--- config.mk ---
export PLATFORM = sky130hd
export DESIGN_NAME = univ_shift_reg
export DESIGN_NICKNAME = d
export VERILOG_FILES = /design/src/rtl/univ_sr_pkg.sv /design/src/rtl/univ_shift_reg_shift_step.sv /design/src/rtl/univ_shift_reg.sv
export SDC_FILE = /design/constraint.sdc
export NUM_CORES = 1
export LEC_CHECK = 0
export BUFFER_PORTS_ARGS = -buffer_cell sky130_fd_sc_hd__buf_2
export CAP_MARGIN = 20
export CORE_MARGIN = 1.5
export CORE_UTILIZATION = 45
export DETAILED_ROUTE_END_ITERATION = 12
export HOLD_SLACK_MARGIN = 0.06
export PLACE_DENSITY = 0.74
export SYNTH_ARGS = -nofsm -noshare
export SYNTH_HDL_FRONTEND = slang
export SYNTH_SLANG_ARGS = --single-unit
--- constraint.sdc ---
create_clock -name clk -period 1.7 [get_ports clk]
set_input_delay 0.255 -clock clk [delete_from_list [all_inputs] [get_ports clk]]
set_output_delay 0.255 -clock clk [all_outputs]
set_load 0.05 [all_outputs]
--- src/rtl/univ_sr_pkg.sv ---
`default_nettype none
//------------------------------------------------------------------------------
// Module      : univ_sr_pkg
// Description : Shared encodings for the universal shift register: shift
//               direction codes and the command FSM state type.
// Revision    : 1.0 - initial release
//------------------------------------------------------------------------------
package univ_sr_pkg;

    // Shift direction encodings, shared by the free-run and command paths
    localparam logic [1:0] DIR_HOLD = 2'b00;
    localparam logic [1:0] DIR_SHL  = 2'b01;
    localparam logic [1:0] DIR_SHR  = 2'b10;
    localparam logic [1:0] DIR_ROL  = 2'b11;

    // Command sequencer states
    typedef enum logic [0:0] {
        ST_IDLE = 1'b0,
        ST_RUN  = 1'b1
    } state_t;

endpackage : univ_sr_pkg
`default_nettype wire

--- src/rtl/univ_shift_reg_shift_step.sv ---
`default_nettype none
//------------------------------------------------------------------------------
// Module      : shift_step
// Description : Combinational single-step shifter. Computes the next register
//               value and the bit leaving the register for one step in the
//               requested direction.
// Revision    : 1.0 - initial release
//------------------------------------------------------------------------------
module shift_step
    import univ_sr_pkg::*;
#(
    parameter int WIDTH = 8
) (
    input  logic [WIDTH-1:0] cur,
    input  logic [1:0]       dir,
    input  logic             ser_in,
    input  logic             arith,
    output logic [WIDTH-1:0] nxt,
    output logic             out_bit
);

    logic w_fill;

    // Right shifts either sign-extend or take the serial fill bit
    assign w_fill = arith ? cur[WIDTH-1] : ser_in;

    // One step of shift/rotate; hold leaves the value untouched and reports 0
    // (the caller does not update its serial-out register on a hold step)
    always_comb begin
        nxt     = cur;
        out_bit = 1'b0;
        case (dir)
            DIR_SHL: begin
                nxt     = {cur[WIDTH-2:0], ser_in};
                out_bit = cur[WIDTH-1];
            end
            DIR_SHR: begin
                nxt     = {w_fill, cur[WIDTH-1:1]};
                out_bit = cur[0];
            end
            DIR_ROL: begin
                nxt     = {cur[WIDTH-2:0], cur[WIDTH-1]};
                out_bit = cur[WIDTH-1];
            end
            default: begin
                nxt     = cur;
                out_bit = 1'b0;
            end
        endcase
    end

endmodule : shift_step
`default_nettype wire

--- src/rtl/univ_shift_reg.sv ---
`default_nettype none
//------------------------------------------------------------------------------
// Module      : univ_shift_reg
// Description : Parametrised universal shift register with parallel load,
//               free-running shift/rotate and an N-step command port with a
//               valid/ready handshake and a one-cycle done pulse.
// Revision    : 1.0 - initial release
//------------------------------------------------------------------------------
module univ_shift_reg
    import univ_sr_pkg::*;
#(
    parameter int WIDTH = 8,
    parameter int CNT_W = $clog2(WIDTH + 1)
) (
    input  logic             clk,
    input  logic             rstn,
    input  logic             en,
    input  logic [1:0]       dir,
    input  logic             ser_in,
    input  logic             arith,
    input  logic             load,
    input  logic [WIDTH-1:0] load_data,
    input  logic             cmd_valid,
    output logic             cmd_ready,
    input  logic [1:0]       cmd_dir,
    input  logic [CNT_W-1:0] cmd_amount,
    output logic             busy,
    output logic             done,
    output logic [WIDTH-1:0] out,
    output logic             ser_out
);

    localparam logic [CNT_W-1:0] c_max_cnt = CNT_W'(WIDTH);

    state_t           r_state_q, w_state_d;
    logic [WIDTH-1:0] r_out_q,   w_out_d;
    logic             r_ser_q,   w_ser_d;
    logic [CNT_W-1:0] r_cnt_q,   w_cnt_d;
    logic [1:0]       r_cdir_q,  w_cdir_d;
    logic             r_done_q,  w_done_d;

    logic             w_take_step;
    logic [1:0]       w_step_dir;
    logic [WIDTH-1:0] w_step_nxt;
    logic             w_step_bit;
    logic [CNT_W-1:0] w_amount_clamped;

    // A load in the same cycle blocks command acceptance
    assign cmd_ready = (r_state_q == ST_IDLE) && !load;
    assign busy      = (r_state_q == ST_RUN);
    assign done      = r_done_q;
    assign out       = r_out_q;
    assign ser_out   = r_ser_q;

    // While a command runs the latched command direction drives the shifter
    assign w_step_dir       = (r_state_q == ST_RUN) ? r_cdir_q : dir;
    assign w_amount_clamped = (cmd_amount > c_max_cnt) ? c_max_cnt : cmd_amount;

    shift_step #(
        .WIDTH (WIDTH)
    ) u_shift_step (
        .cur     (r_out_q),
        .dir     (w_step_dir),
        .ser_in  (ser_in),
        .arith   (arith),
        .nxt     (w_step_nxt),
        .out_bit (w_step_bit)
    );

    // Next-state logic: load / accept / free-run priority in IDLE, counted steps in RUN
    always_comb begin
        w_state_d   = r_state_q;
        w_out_d     = r_out_q;
        w_ser_d     = r_ser_q;
        w_cnt_d     = r_cnt_q;
        w_cdir_d    = r_cdir_q;
        w_done_d    = 1'b0;
        w_take_step = 1'b0;

        case (r_state_q)
            ST_IDLE: begin
                if (load) begin
                    w_out_d = load_data;
                end else if (cmd_valid && cmd_ready) begin
                    w_cdir_d  = cmd_dir;
                    w_cnt_d   = w_amount_clamped;
                    w_state_d = ST_RUN;
                end else if (en) begin
                    w_take_step = 1'b1;
                end
            end
            ST_RUN: begin
                if (en) begin
                    // A zero-length command finishes without shifting
                    if (r_cnt_q != '0) begin
                        w_take_step = 1'b1;
                        w_cnt_d     = r_cnt_q - 1'b1;
                    end
                    if (r_cnt_q <= CNT_W'(1)) begin
                        w_state_d = ST_IDLE;
                        w_done_d  = 1'b1;
                    end
                end
            end
            default: begin
                w_state_d = ST_IDLE;
            end
        endcase

        if (w_take_step) begin
            w_out_d = w_step_nxt;
            if (w_step_dir != DIR_HOLD) begin
                w_ser_d = w_step_bit;
            end
        end
    end

    // State and datapath registers, cleared asynchronously
    always_ff @(posedge clk or negedge rstn) begin
        if (!rstn) begin
            r_state_q <= ST_IDLE;
            r_out_q   <= '0;
            r_ser_q   <= 1'b0;
            r_cnt_q   <= '0;
            r_cdir_q  <= DIR_HOLD;
            r_done_q  <= 1'b0;
        end else begin
            r_state_q <= w_state_d;
            r_out_q   <= w_out_d;
            r_ser_q   <= w_ser_d;
            r_cnt_q   <= w_cnt_d;
            r_cdir_q  <= w_cdir_d;
            r_done_q  <= w_done_d;
        end
    end

endmodule : univ_shift_reg
`default_nettype wire

=== Yosys cells after proc, flatten, opt, wreduce, memory -nomap -nowiden ===
Index checks and enable logic that the tools add are counted.

* Bits in writable memories: 0
* Bits in read-only memories: 0
* Flip-flop bits (word level): 17
* Latch bits: 0
* Memories kept: 0

* Magnitude comparators: 2
* Div/mod/pow operators: 0
* Equal/unequal tests: 10
* Mux-type cells: 27
* Add/subtract/negate cells: 1
* Reductions and logical operators: 12
* Bitwise gates (word level): 2
* Shift operators: 0
* Multiply operators: 0

{| class="wikitable"
|+ Operator list
! cell !! count
|-
| 8-bit 2-to-1 mux || 3
|-
| 8-bit one-hot mux with 3 select lines || 1
|-
| 4-bit 2-to-1 mux || 5
|-
| 1-bit 2-to-1 mux || 13
|-
| 4-bit one-hot mux with 2 select lines || 1
|-
| 4-bit AND reduction || 2
|-
| 2-bit by 1-bit inequality test with 1-bit output (second input constant) || 3
|-
| 1-bit one-hot mux with 2 select lines || 3
|-
| 3-bit AND reduction || 2
|-
| 2-bit equality test (second input constant) || 2
|-
| 4-bit greater-than comparator (second input constant) || 1
|-
| 4-bit by 1-bit less-or-equal comparator with 1-bit output (second input constant) || 1
|-
| 2-bit inequality test (second input constant) || 2
|-
| 4-bit by 1-bit inequality test with 1-bit output (second input constant) || 1
|-
| 2-bit nonzero test || 2
|-
| 4-bit nonzero test || 1
|-
| 4-bit by 1-bit subtractor with 4-bit output (second input constant) || 1
|-
| 3-bit inequality test (second input constant) || 1
|-
| 2-bit by 1-bit equality test with 1-bit output (second input constant) || 1
|-
| 1-bit logical AND || 2
|-
| 2-bit 2-to-1 mux || 1
|-
| 1-bit NOT || 2
|-
| 2-bit AND reduction || 1
|-
| 2-bit OR reduction || 1
|-
| 1-bit zero test || 1
|}

=== Depth between registers and ports, before layout ===
Gate-level depths: netlist (run 1).

* Depth after elaboration: 8
* Gate-level depth with buffers: 8
* Depth with buffers taken out: 7

=== Hierarchy ===
A second synthesis (run 1) with hierarchy kept.

* Cells, all modules: 115
* Area, all modules: 1158.6 um^2

{| class="wikitable"
|+ By module, submodules not included
! module !! area each (um^2) !! cells an instance !! seq. area each (um^2) !! instances
|-
| univ_shift_reg || 953.4 || 85 || 425.4 || 1
|-
| shift_step || 205.2 || 30 || 0.0 || 1
|}

=== Worst setup path after synthesis (run 1) ===
Ideal clock, no wire load.

* Path type: register -> register
* Start point: register r_state_q, in the netlist busy
* End point: register r_out_q[2], in the netlist out[2]
* Period minus slack after synthesis: 2354 ps
* Arrival: 2229 ps
* Setup slack: -654 ps
* Buffers on the path: 1
* Cell stages (with the launch flop): 6
* Cell sequence: dfrtp_1 nor2_1 o2bb2ai_2 buf_4 a21oi_1 mux2_2

* Longest elaborated chain between the ends: 8
* Elaborated cells between the ends (all ways): 16
* Those cells by class: 5 x eq/ne; 6 x mux; 1 x bitwise; 4 x reduce/logical

{| class="wikitable"
|+ Ends and longest elaborated chain
! element !! RTL line !! source
|-
| from (decl) || univ_shift_reg.sv:35 || <nowiki>state_t r_state_q, w_state_d;</nowiki>
|-
| from (signal assigned) || univ_shift_reg.sv:128 || <nowiki>r_state_q <= w_state_d;</nowiki>
|-
| 1-bit NOT (*) || - ||
|-
| 1-bit logical AND (*) || univ_shift_reg.sv:49 || <nowiki>assign cmd_ready = (r_state_q == ST_IDLE) && !load;</nowiki>
|-
| via cmd_ready || univ_shift_reg.sv:24 || <nowiki>output logic cmd_ready,</nowiki>
|-
| 1-bit logical AND (*) || univ_shift_reg.sv:84 || <nowiki>end else if (cmd_valid && cmd_ready) begin</nowiki>
|-
| 1-bit 2-to-1 mux (*) || univ_shift_reg.sv:84 ||
|-
| 1-bit 2-to-1 mux (*) || univ_shift_reg.sv:82 || <nowiki>if (load) begin</nowiki>
|-
| 1-bit one-hot mux with 2 select lines (*) || univ_shift_reg.sv:80 || <nowiki>case (r_state_q)</nowiki>
|-
| 4-bit by 1-bit inequality test with 1-bit output (no source line) (tied with other cells) || - ||
|-
| 3-bit AND reduction (no source line) || - ||
|-
| to (signal assigned) || univ_shift_reg.sv:129 || <nowiki>r_out_q <= w_out_d;</nowiki>
|-
| to (decl) || univ_shift_reg.sv:36 || <nowiki>logic [WIDTH-1:0] r_out_q, w_out_d;</nowiki>
|}

The timed path passes the listed nets; every way through them passes the cells marked *.
A chain may end at the register's enable or synchronous reset.

=== Worst setup path in the final report (run 1) ===
* Start point: register r_cnt_q[1]
* End point: register r_out_q[6], in the netlist out[6]

* Longest elaborated chain between the ends: 6
* Elaborated cells between the ends (all ways): 9
* Those cells by class: 2 x eq/ne; 4 x mux; 3 x reduce/logical

{| class="wikitable"
|+ Ends and longest elaborated chain
! element !! RTL line !! source
|-
| from (decl) || univ_shift_reg.sv:38 || <nowiki>logic [CNT_W-1:0] r_cnt_q, w_cnt_d;</nowiki>
|-
| from (signal assigned) || univ_shift_reg.sv:131 || <nowiki>r_cnt_q <= w_cnt_d;</nowiki>
|-
| 4-bit nonzero test (*) || univ_shift_reg.sv:95 || <nowiki>if (r_cnt_q != '0) begin</nowiki>
|-
| 1-bit 2-to-1 mux (*) || univ_shift_reg.sv:95 ||
|-
| 1-bit 2-to-1 mux (*) || univ_shift_reg.sv:93 || <nowiki>if (en) begin</nowiki>
|-
| 1-bit one-hot mux with 2 select lines (*) || univ_shift_reg.sv:80 ||
|-
| 4-bit by 1-bit inequality test with 1-bit output (no source line) (tied with other cells) || - ||
|-
| 3-bit AND reduction (no source line) || - ||
|}

Every way passes the cells marked *; elsewhere a longest branch is shown, timed or not.

==> results of run 1 <==
final cells by class:
| type | count | area (um^2) | share of cell area (%) |
|---|---|---|---|
| Sequential cell | 17 | 426.7 | 26.56 |
| Tap cell | 30 | 37.54 | 2.336 |
| Clock buffer | 4 | 26.28 | 1.636 |
| Timing Repair Buffer | 55 | 349.1 | 21.73 |
| Inverter | 6 | 22.52 | 1.402 |
| Multi-Input combinational cell | 89 | 744.5 | 46.34 |
cells by family (layout without fill, tap and decap cells):
| kind of cell | count (synthesis) | after routing | synth area share, % |
|---|---|---|---|
| buffers and inverters | 9 | 65 | 3.973 |
| and+or+nand+nor | 35 | 35 | 16.34 |
| AOI/OAI and AO/OA | 35 | 36 | 24.72 |
| muxes | 15 | 15 | 14.13 |
| DFF | 17 | 17 | 37.53 |
| adders and majority gates | 3 | 3 | 3.312 |
worst reg2reg max path, delay by kind of cell, from the launching register on:
kind | cells | cell delay, ps
AND/OR/NAND/NOR | 2 | 510
multiplexers | 1 | 260
adder cells (fa/ha/maj) | 1 | 130
AO/OA/AOI/OAI | 2 | 200
buffers and inverters | 1 | 90
flip-flops | 1 | 410
synthesized netlist by cell type, types with 2 or more instances:
cell type and number:
sky130_fd_sc_hd__nand2b_1 3, sky130_fd_sc_hd__inv_1 6, sky130_fd_sc_hd__a21oi_1 17, sky130_fd_sc_hd__dfrtp_1 17
sky130_fd_sc_hd__nor3_1 3, sky130_fd_sc_hd__ha_1 3, sky130_fd_sc_hd__a31oi_1 3, sky130_fd_sc_hd__mux2_2 8
sky130_fd_sc_hd__mux2i_1 7, sky130_fd_sc_hd__nor2_1 15, sky130_fd_sc_hd__nand3b_1 2, sky130_fd_sc_hd__nor2b_1 2
sky130_fd_sc_hd__nand2_1 5
power groups by stage:
stage               clock, mW  combinational [mW]  sequential, mW
floorplan                   0                1.06            1.23
global placement            0                1.91           0.830
detailed placement          0                1.97           0.845
CTS                     0.225                1.98           0.836
global route            0.257                2.44           0.874
finish                  0.230                2.29           0.856
layer usage:
metal,vias to the layer above,track usage (%)
li1,538,-
met1,557,25.61
met2,40,34.17
met3,9,2.825
met4,0,6.410
met5,-,0
state kept, by name, summed over array words and instances (netlist names):
signal    cells
out           8
ser_out       1
r_cdir_q      2
r_cnt_q       4
done          1
busy          1
cell usage in the layout, fill, tap and decap left out, types with 2 or more instances in the layout:
| cell type | netlist | final |
|---|---|---|
| sky130_fd_sc_hd__nor2_1 | 15 | 13 |
| sky130_fd_sc_hd__nor2b_1 | 2 | 2 |
| sky130_fd_sc_hd__clkbuf_4 | 0 | 3 |
| sky130_fd_sc_hd__ha_1 | 3 | 2 |
| sky130_fd_sc_hd__a21oi_1 | 17 | 14 |
| sky130_fd_sc_hd__mux2_4 | 0 | 2 |
| sky130_fd_sc_hd__nor3_1 | 3 | 3 |
| sky130_fd_sc_hd__buf_2 | 0 | 33 |
| sky130_fd_sc_hd__inv_1 | 6 | 4 |
| sky130_fd_sc_hd__nand2b_1 | 3 | 3 |
| sky130_fd_sc_hd__a21oi_2 | 0 | 3 |
| sky130_fd_sc_hd__buf_4 | 1 | 19 |
| sky130_fd_sc_hd__inv_2 | 0 | 2 |
| sky130_fd_sc_hd__o2bb2ai_4 | 0 | 2 |
| sky130_fd_sc_hd__mux2_2 | 8 | 6 |
| sky130_fd_sc_hd__nand2_1 | 5 | 5 |
| sky130_fd_sc_hd__dfrtp_1 | 17 | 16 |
| sky130_fd_sc_hd__a31oi_1 | 3 | 3 |
| sky130_fd_sc_hd__nand3b_1 | 2 | 2 |
| sky130_fd_sc_hd__mux2i_1 | 7 | 7 |
repair_timing:
action / 4_1_cts / 5_1_grt
endpoints found under the setup margin: 2 / 12
gates cloned: 0 / 1
resized for setup: 0 / 14
pin swaps: 1 / 13
endpoints found under the hold margin: 17 / 0
setup buffers: 0 / 9
hold buffers: 1 / 0
path summary, 6_finish.rpt:
path | startpoint | endpoint | slack [ps] | cells after the start
min in group asynchronous | rstn | r_cdir_q[1] | 400 | 2
hold / removal | cmd_dir[0] | r_cdir_q[0] | 170 | 3
setup / recovery | r_cnt_q[1] | out[6] | -8 | 7
max in group asynchronous | rstn | busy | 990 | 2
hold reg to reg | out[3] | out[3] | 580 | 1
setup reg to reg | r_cnt_q[1] | out[6] | -8 | 7
==> metrics.txt, run 1 <==
# TYPE chip_impl_metric gauge
chip_impl_metric{name="grt-ovfl-total",unit=""} 0
chip_impl_metric{name="p_clk_share",unit="%"} 6.8
chip_impl_metric{name="netSwitchingPower",unit="mW"} 1.683
chip_impl_info{name="synth-main-ff-cell",value="sky130_fd_sc_hd__dfrtp_1"} 1
chip_impl_metric{name="highest_net_fanout_along_the_worst_path",unit=""} 7
chip_impl_metric{name="fill_cells",unit=""} 190
chip_impl_metric{name="power.density",unit="nW/um^2"} 2098
chip_impl_metric{name="cap_viol_max_count",unit=""} 0
chip_impl_metric{name="finalWorstSetupSlack",unit="ps"} -8.460
chip_impl_metric{name="tritoncts.num_buffers",unit=""} 3
chip_impl_info{name="critPathTopFamily",value="simple AND/OR/NAND/NOR gates"} 1
chip_impl_metric{name="dieArea",unit="um^2"} 2829
chip_impl_metric{name="leakage",unit="nW"} 0.7558
chip_impl_metric{name="dp_slack",unit="ps"} -12.27
chip_impl_metric{name="cp_data_arrival_time",unit="ps"} 1900
chip_impl_info{name="clockRootBuffer",value="sky130_fd_sc_hd__clkbuf_4"} 1
chip_impl_info{name="netlist_top_cells_area",value="sky130_fd_sc_hd__dfrtp_1 (38%), sky130_fd_sc_hd__mux2_2 (7.9%), sky130_fd_sc_hd__a21oi_1 (7.5%), sky130_fd_sc_hd__mux2i_1 (6.2%), sky130_fd_sc_hd__nor2_1 (5.0%)"} 1
chip_impl_metric{name="final-hold-violation-count",unit=""} 0
chip_impl_metric{name="largest_net_degree_at_the_start_of_global_routing",unit=""} 18
chip_impl_metric{name="flop_pwr_share",unit="%"} 25.4
chip_impl_metric{name="clock_skew",unit="ps"} 3.209
chip_impl_metric{name="finalCritPeriodShare",unit="%"} 100.5
chip_impl_metric{name="max_slew_margin",unit="%"} 68.77
chip_impl_metric{name="synth_cell_type_count",unit=""} 36
chip_impl_info{name="crit_path_end_kind",value="register"} 1
chip_impl_metric{name="wl_met2",unit="mm"} 1.570
chip_impl_info{name="worst_hold_path_type",value="in2reg"} 1
chip_impl_metric{name="mappedNetlistArea",unit="um^2"} 1134
chip_impl_metric{name="fin_worst_hold_slack",unit="ps"} 172.8
chip_impl_metric{name="placementRows",unit=""} 18
chip_impl_metric{name="post-layout-total-power",unit="mW"} 3.371
chip_impl_info{name="highest_layer",value="met4"} 1
chip_impl_metric{name="number_of_synthesized_flops_with_an_enable_pin",unit=""} 0
chip_impl_metric{name="met3_wirelength",unit="um"} 133
chip_impl_info{name="criticalPathCategory",value="reg2reg"} 1
chip_impl_metric{name="antenna_found_initial",unit=""} 0
chip_impl_metric{name="clock_tree.htree_level_count",unit=""} 1
chip_impl_metric{name="fin_cells",unit=""} 201
chip_impl_info{name="crit_path_top_delay_cell",value="sky130_fd_sc_hd__dfrtp_1"} 1
chip_impl_metric{name="fp.dieH",unit="um"} 53.19
chip_impl_metric{name="num-nets-final",unit=""} 198
chip_impl_metric{name="dpl.cell_count",unit=""} 186
chip_impl_metric{name="transition_at_the_pin_with_the_smallest_max_transition_slack",unit="ps"} 468.5
chip_impl_metric{name="first_global_vias",unit=""} 949
chip_impl_metric{name="postPlaceCellArea",unit="um^2"} 1423
chip_impl_metric{name="clock_sink_count",unit=""} 17
chip_impl_metric{name="detail_route.wirelength.met1",unit="mm"} 1.369
chip_impl_metric{name="chip_width",unit="um"} 53.19
chip_impl_metric{name="layout_min_cycle_time",unit="ps"} 1708
chip_impl_metric{name="detail_route.drc_violations",unit=""} 0
chip_impl_metric{name="worst-path-buf-inv",unit=""} 1
chip_impl_metric{name="ys_seq_area_share",unit="%"} 37.53
chip_impl_metric{name="crit_path_max_incr_delay",unit="ps"} 410
chip_impl_metric{name="floorplan.io_pins",unit=""} 35
chip_impl_info{name="yosys.area.top_type",value="sky130_fd_sc_hd__dfrtp_1"} 1
chip_impl_metric{name="asyncSetResetFlopFracSynth",unit="%"} 100.0
chip_impl_metric{name="drt_wl_total",unit="mm"} 3.135
chip_impl_metric{name="combinational_cell_fraction_of_total_power",unit="%"} 67.8
chip_impl_metric{name="setup_tns",unit="ps"} -21.63
chip_impl_metric{name="port_buffers",unit=""} 34
chip_impl_metric{name="num_vias",unit=""} 1144
chip_impl_info{name="status",value="complete, but fails checks"} 1
chip_impl_metric{name="route.antenna.remaining_nets",unit=""} 0
chip_impl_metric{name="drt_iter0_drc",unit=""} 35
chip_impl_info{name="failed_checks",value="negative setup slack"} 1
chip_impl_info{name="clock_tree_from_tritoncts",value="built"} 1
chip_impl_metric{name="post_synthesis_net_count",unit=""} 140
chip_impl_metric{name="post-route-cell-area",unit="um^2"} 1607
chip_impl_metric{name="ys.warnings.count",unit=""} 0
chip_impl_metric{name="coreArea",unit="um^2"} 2432
chip_impl_metric{name="place.detailed.hpwl",unit="mm"} 2.069
chip_impl_metric{name="synth.avg_cell_area",unit="um^2"} 9.944
chip_impl_metric{name="start_util",unit="%"} 46.60
chip_impl_metric{name="yosys_register_bits",unit=""} 17
chip_impl_info{name="worst_setup_path_start_kind",value="register"} 1
chip_impl_metric{name="synth_top_area_share",unit="%"} 37.53
chip_impl_metric{name="antenna_cells",unit=""} 0
chip_impl_info{name="worst_path_cell_trace",value="inv_2, ha_4, nor3b_4, o2bb2ai_4, nor2_2, a21oi_2, mux2_4"} 1
chip_impl_metric{name="grt_first_pass_wirelength",unit="mm"} 4.119
chip_impl_metric{name="total_iterations_of_the_first_detailed_routing_run",unit=""} 6
chip_impl_metric{name="cellInternalPower",unit="mW"} 1.688
chip_impl_metric{name="route.detailed.vias_per_inst",unit=""} 5.692
chip_impl_metric{name="flow.area_growth_from_synthesis",unit="%"} 41.72
chip_impl_info{name="rsz_0062_raised_after_global_routing",value="yes"} 1
chip_impl_metric{name="gr-usage-all-layers",unit="%"} 19.94
chip_impl_metric{name="post-route-util",unit="%"} 66.05
chip_impl_metric{name="net_switching_share_of_the_total_power",unit="%"} 49.92
chip_impl_metric{name="cp_data_required_time",unit="ps"} 1900
chip_impl_metric{name="timing.final.setup_violations",unit=""} 4
chip_impl_metric{name="detail_route.wl_per_cell",unit="um"} 15.60
chip_impl_metric{name="count_of_mapped_cells_out_of_synthesis",unit=""} 114
chip_impl_metric{name="clockBufferDepth",unit=""} 2
chip_impl_metric{name="final_gp_congestion",unit=""} 0.7909
chip_impl_metric{name="insertion_delay",unit="ps"} 300
chip_impl_metric{name="maxClockFrequency",unit="MHz"} 585.3
chip_impl_metric{name="clk_pin_slew",unit="ps"} 100
chip_impl_metric{name="layout-drive-gt1-share",unit="%"} 49.12
chip_impl_metric{name="timing.final.max_slew_violations",unit=""} 0
chip_impl_metric{name="vdd_drop_max",unit="mV"} 1.367
(Power assumes the default switching activity.)
==> run 2, diff against run 1 <==
- REMOVE_ABC_BUFFERS: not set -> 1
==> run 2 against run 1 <==
  * The flow still finishes with violations (negative setup slack)
  * Flip-flop and latch count unchanged
  * Setup slack worse by 3.4 ps
  * First-iteration DRC count down 63%
  * Via count down 2.4%
  * Global-route usage up 1.8 points
  * Design area up 1.2%
  * Combinational power up 3%
  * Sequential power down 0.7%
  * Clock power down 3%
  * Die area unchanged
  * Maximum frequency down 0.20%
  * Final cell count up 2.0%
  * Largest cell class unchanged
  * Largest power group unchanged
==> metrics.txt, run 2 (synthesis gave the netlist of run 1 again) <==
# TYPE chip_impl_metric gauge
chip_impl_info{name="status",value="complete, but fails checks"} 1
chip_impl_info{name="failed_checks",value="negative setup slack"} 1
chip_impl_metric{name="drt_wl_total",unit="mm"} 3.060
chip_impl_info{name="worst_hold_path_type",value="in2reg"} 1
chip_impl_metric{name="final_gp_congestion",unit=""} 0.7542
chip_impl_metric{name="fin_worst_hold_slack",unit="ps"} 182.3
chip_impl_metric{name="floorplan.io_pins",unit=""} 35
chip_impl_metric{name="drt_iter0_drc",unit=""} 13
chip_impl_metric{name="power.density",unit="nW/um^2"} 2104
chip_impl_metric{name="setup_tns",unit="ps"} -11.87
chip_impl_metric{name="largest_register_ff_count",unit=""} 8
chip_impl_metric{name="total_iterations_of_the_first_detailed_routing_run",unit=""} 4
chip_impl_metric{name="grt-ovfl-total",unit=""} 0
chip_impl_metric{name="coreArea",unit="um^2"} 2432
chip_impl_metric{name="grt_first_pass_wirelength",unit="mm"} 4.436
chip_impl_metric{name="finalCritPeriodShare",unit="%"} 100.7
chip_impl_metric{name="tritoncts.num_buffers",unit=""} 3
chip_impl_info{name="worst_setup_path_start_kind",value="register"} 1
chip_impl_metric{name="final-hold-violation-count",unit=""} 0
chip_impl_metric{name="post-layout-total-power",unit="mW"} 3.419
chip_impl_metric{name="num_vias",unit=""} 1117
chip_impl_metric{name="clockBufferDepth",unit=""} 2
chip_impl_metric{name="layout-drive-gt1-share",unit="%"} 50.29
chip_impl_metric{name="gr-usage-all-layers",unit="%"} 21.76
chip_impl_metric{name="timing.final.max_slew_violations",unit=""} 0
chip_impl_metric{name="port_buffers",unit=""} 34
chip_impl_metric{name="route.antenna.remaining_nets",unit=""} 0
chip_impl_metric{name="dieArea",unit="um^2"} 2829
chip_impl_metric{name="finalWorstSetupSlack",unit="ps"} -11.87
chip_impl_info{name="clock_tree_from_tritoncts",value="built"} 1
chip_impl_metric{name="clk_pin_slew",unit="ps"} 100
chip_impl_metric{name="chip_width",unit="um"} 53.19
chip_impl_metric{name="timing.final.setup_violations",unit=""} 1
chip_impl_metric{name="highest_net_fanout_along_the_worst_path",unit=""} 6
chip_impl_metric{name="cp_data_arrival_time",unit="ps"} 1900
chip_impl_metric{name="cap_viol_max_count",unit=""} 0
chip_impl_metric{name="place.detailed.hpwl",unit="mm"} 2.151
chip_impl_metric{name="cp_data_required_time",unit="ps"} 1890
chip_impl_info{name="rsz_0062_raised_after_global_routing",value="yes"} 1
chip_impl_info{name="crit_path_end_kind",value="register"} 1
chip_impl_metric{name="num-nets-final",unit=""} 202
chip_impl_metric{name="clock_tree.htree_level_count",unit=""} 1
chip_impl_metric{name="largest_net_degree_at_the_start_of_global_routing",unit=""} 18
chip_impl_metric{name="fin_cells",unit=""} 205
chip_impl_info{name="most_used_cells_in_the_layout_excluding_fill_and_tap_cells",value="sky130_fd_sc_hd__buf_2 (33), sky130_fd_sc_hd__buf_4 (20), sky130_fd_sc_hd__dfrtp_1 (16), sky130_fd_sc_hd__a21oi_1 (14), sky130_fd_sc_hd__nor2_1 (13)"} 1
chip_impl_metric{name="antenna_cells",unit=""} 0
chip_impl_metric{name="fill_cells",unit=""} 179
chip_impl_metric{name="insertion_delay",unit="ps"} 290
chip_impl_metric{name="leakage",unit="nW"} 0.7686
chip_impl_metric{name="dpl.cell_count",unit=""} 188
chip_impl_metric{name="layout.area.seq",unit="um^2"} 426.7
chip_impl_metric{name="maxClockFrequency",unit="MHz"} 584.2
chip_impl_metric{name="multiInputGateArea",unit="um^2"} 720.7
chip_impl_info{name="most_common_cell_after_layout_fill_and_taps_aside",value="sky130_fd_sc_hd__buf_2"} 1
chip_impl_metric{name="detail_route.drc_violations",unit=""} 0
chip_impl_metric{name="flow.area_growth_from_synthesis",unit="%"} 43.38
chip_impl_metric{name="vdd_drop_max",unit="mV"} 1.186
chip_impl_metric{name="clock_skew",unit="ps"} 2.411
chip_impl_metric{name="first_global_vias",unit=""} 1007
chip_impl_metric{name="transition_at_the_pin_with_the_smallest_max_transition_slack",unit="ps"} 417.0
chip_impl_metric{name="fp.dieH",unit="um"} 53.19
chip_impl_metric{name="antenna_found_initial",unit=""} 0
chip_impl_metric{name="route.detailed.vias_per_inst",unit=""} 5.449
chip_impl_info{name="clockRootBuffer",value="sky130_fd_sc_hd__clkbuf_4"} 1
chip_impl_metric{name="layout_min_cycle_time",unit="ps"} 1712
chip_impl_metric{name="placementRows",unit=""} 18
chip_impl_metric{name="detail_route.wl_per_cell",unit="um"} 14.93
chip_impl_metric{name="start_util",unit="%"} 46.60
chip_impl_metric{name="max_slew_margin",unit="%"} 72.14
chip_impl_metric{name="clock_sink_count",unit=""} 17
chip_impl_info{name="criticalPathCategory",value="reg2reg"} 1
## run 2: changes by cell type in the layout (fill, tap and decap cells not counted)
cell                        delta
sky130_fd_sc_hd__clkbuf_2      +1
sky130_fd_sc_hd__buf_6         +2
sky130_fd_sc_hd__a2bb2oi_2     -1
sky130_fd_sc_hd__mux2_2        +2
sky130_fd_sc_hd__mux2_4        -2
sky130_fd_sc_hd__buf_4         +1
sky130_fd_sc_hd__clkbuf_4      +1
sky130_fd_sc_hd__o2bb2ai_4     -1
sky130_fd_sc_hd__a2bb2oi_4     +1
## run 2: critical path: stages (launching register included)
cell                        delay (ps)
sky130_fd_sc_hd__dfrtp_1           400
sky130_fd_sc_hd__inv_2              90
sky130_fd_sc_hd__ha_4              130
sky130_fd_sc_hd__nor3b_4           330
sky130_fd_sc_hd__buf_6             170
sky130_fd_sc_hd__a2bb2oi_4         150
sky130_fd_sc_hd__buf_6             140
sky130_fd_sc_hd__a21oi_2            30
sky130_fd_sc_hd__o22a_2            180
## run 2: final cells by class
class | instances | share of cell area [%]
multi-input cells | 88 | 44.34
clock buffers | 4 | 1.617
well taps | 30 | 2.309
inverters | 6 | 1.386
flip-flops and latches | 17 | 26.25
repair buffers | 60 | 24.10
## run 2: final timing paths
kind                       startpoint     endpoint  slack (ps)  cells past startpoint
max in group asynchronous        rstn         busy         990                      2
setup reg to reg           r_cnt_q[0]   r_cnt_q[2]         -10                      8
hold / removal             cmd_dir[0]  r_cdir_q[0]         180                      3
setup / recovery           r_cnt_q[0]   r_cnt_q[2]         -10                      8
min in group asynchronous        rstn      ser_out         410                      2
hold reg to reg                out[6]       out[6]         570                      1
## run 2: what timing repair did
action                     4_1_cts  5_1_grt
pin swaps                        2        4
hold buffers                     1        0
setup buffers                    5        7
hold endpoints to repair        17        0
setup endpoints to repair       11       13
gates resized for setup         10        7
## run 2: per-layer routing
metal / up-vias / part of all wire (%) / track usage (%)
li1: 541 / - / -
met1: 540 / 43 / 26.57
met2: 28 / 51 / 38.75
met3: 8 / 3.2 / 3.107
met4: 0 / 2.5 / 7.265
met5: - / 0 / 0
## run 2: power breakdown
part           leakage (nW)  internal, mW  switching [mW]
logic                 0.557          1.06            1.29
registers             0.197         0.608           0.243
clock network        0.0150        0.0911           0.132
total                 0.769          1.76            1.66
## run 2: through the flow
stage               instance area, um^2  util (%)  setup WS (ps)
finish                             1625     66.82         -11.87
global placement                   1416     58.23         -50.67
detailed placement                 1416     58.23         -77.37
global route                       1625     66.82         -90.35
floorplan                          1111         -         -914.6
CTS                                1530     62.91         -11.75
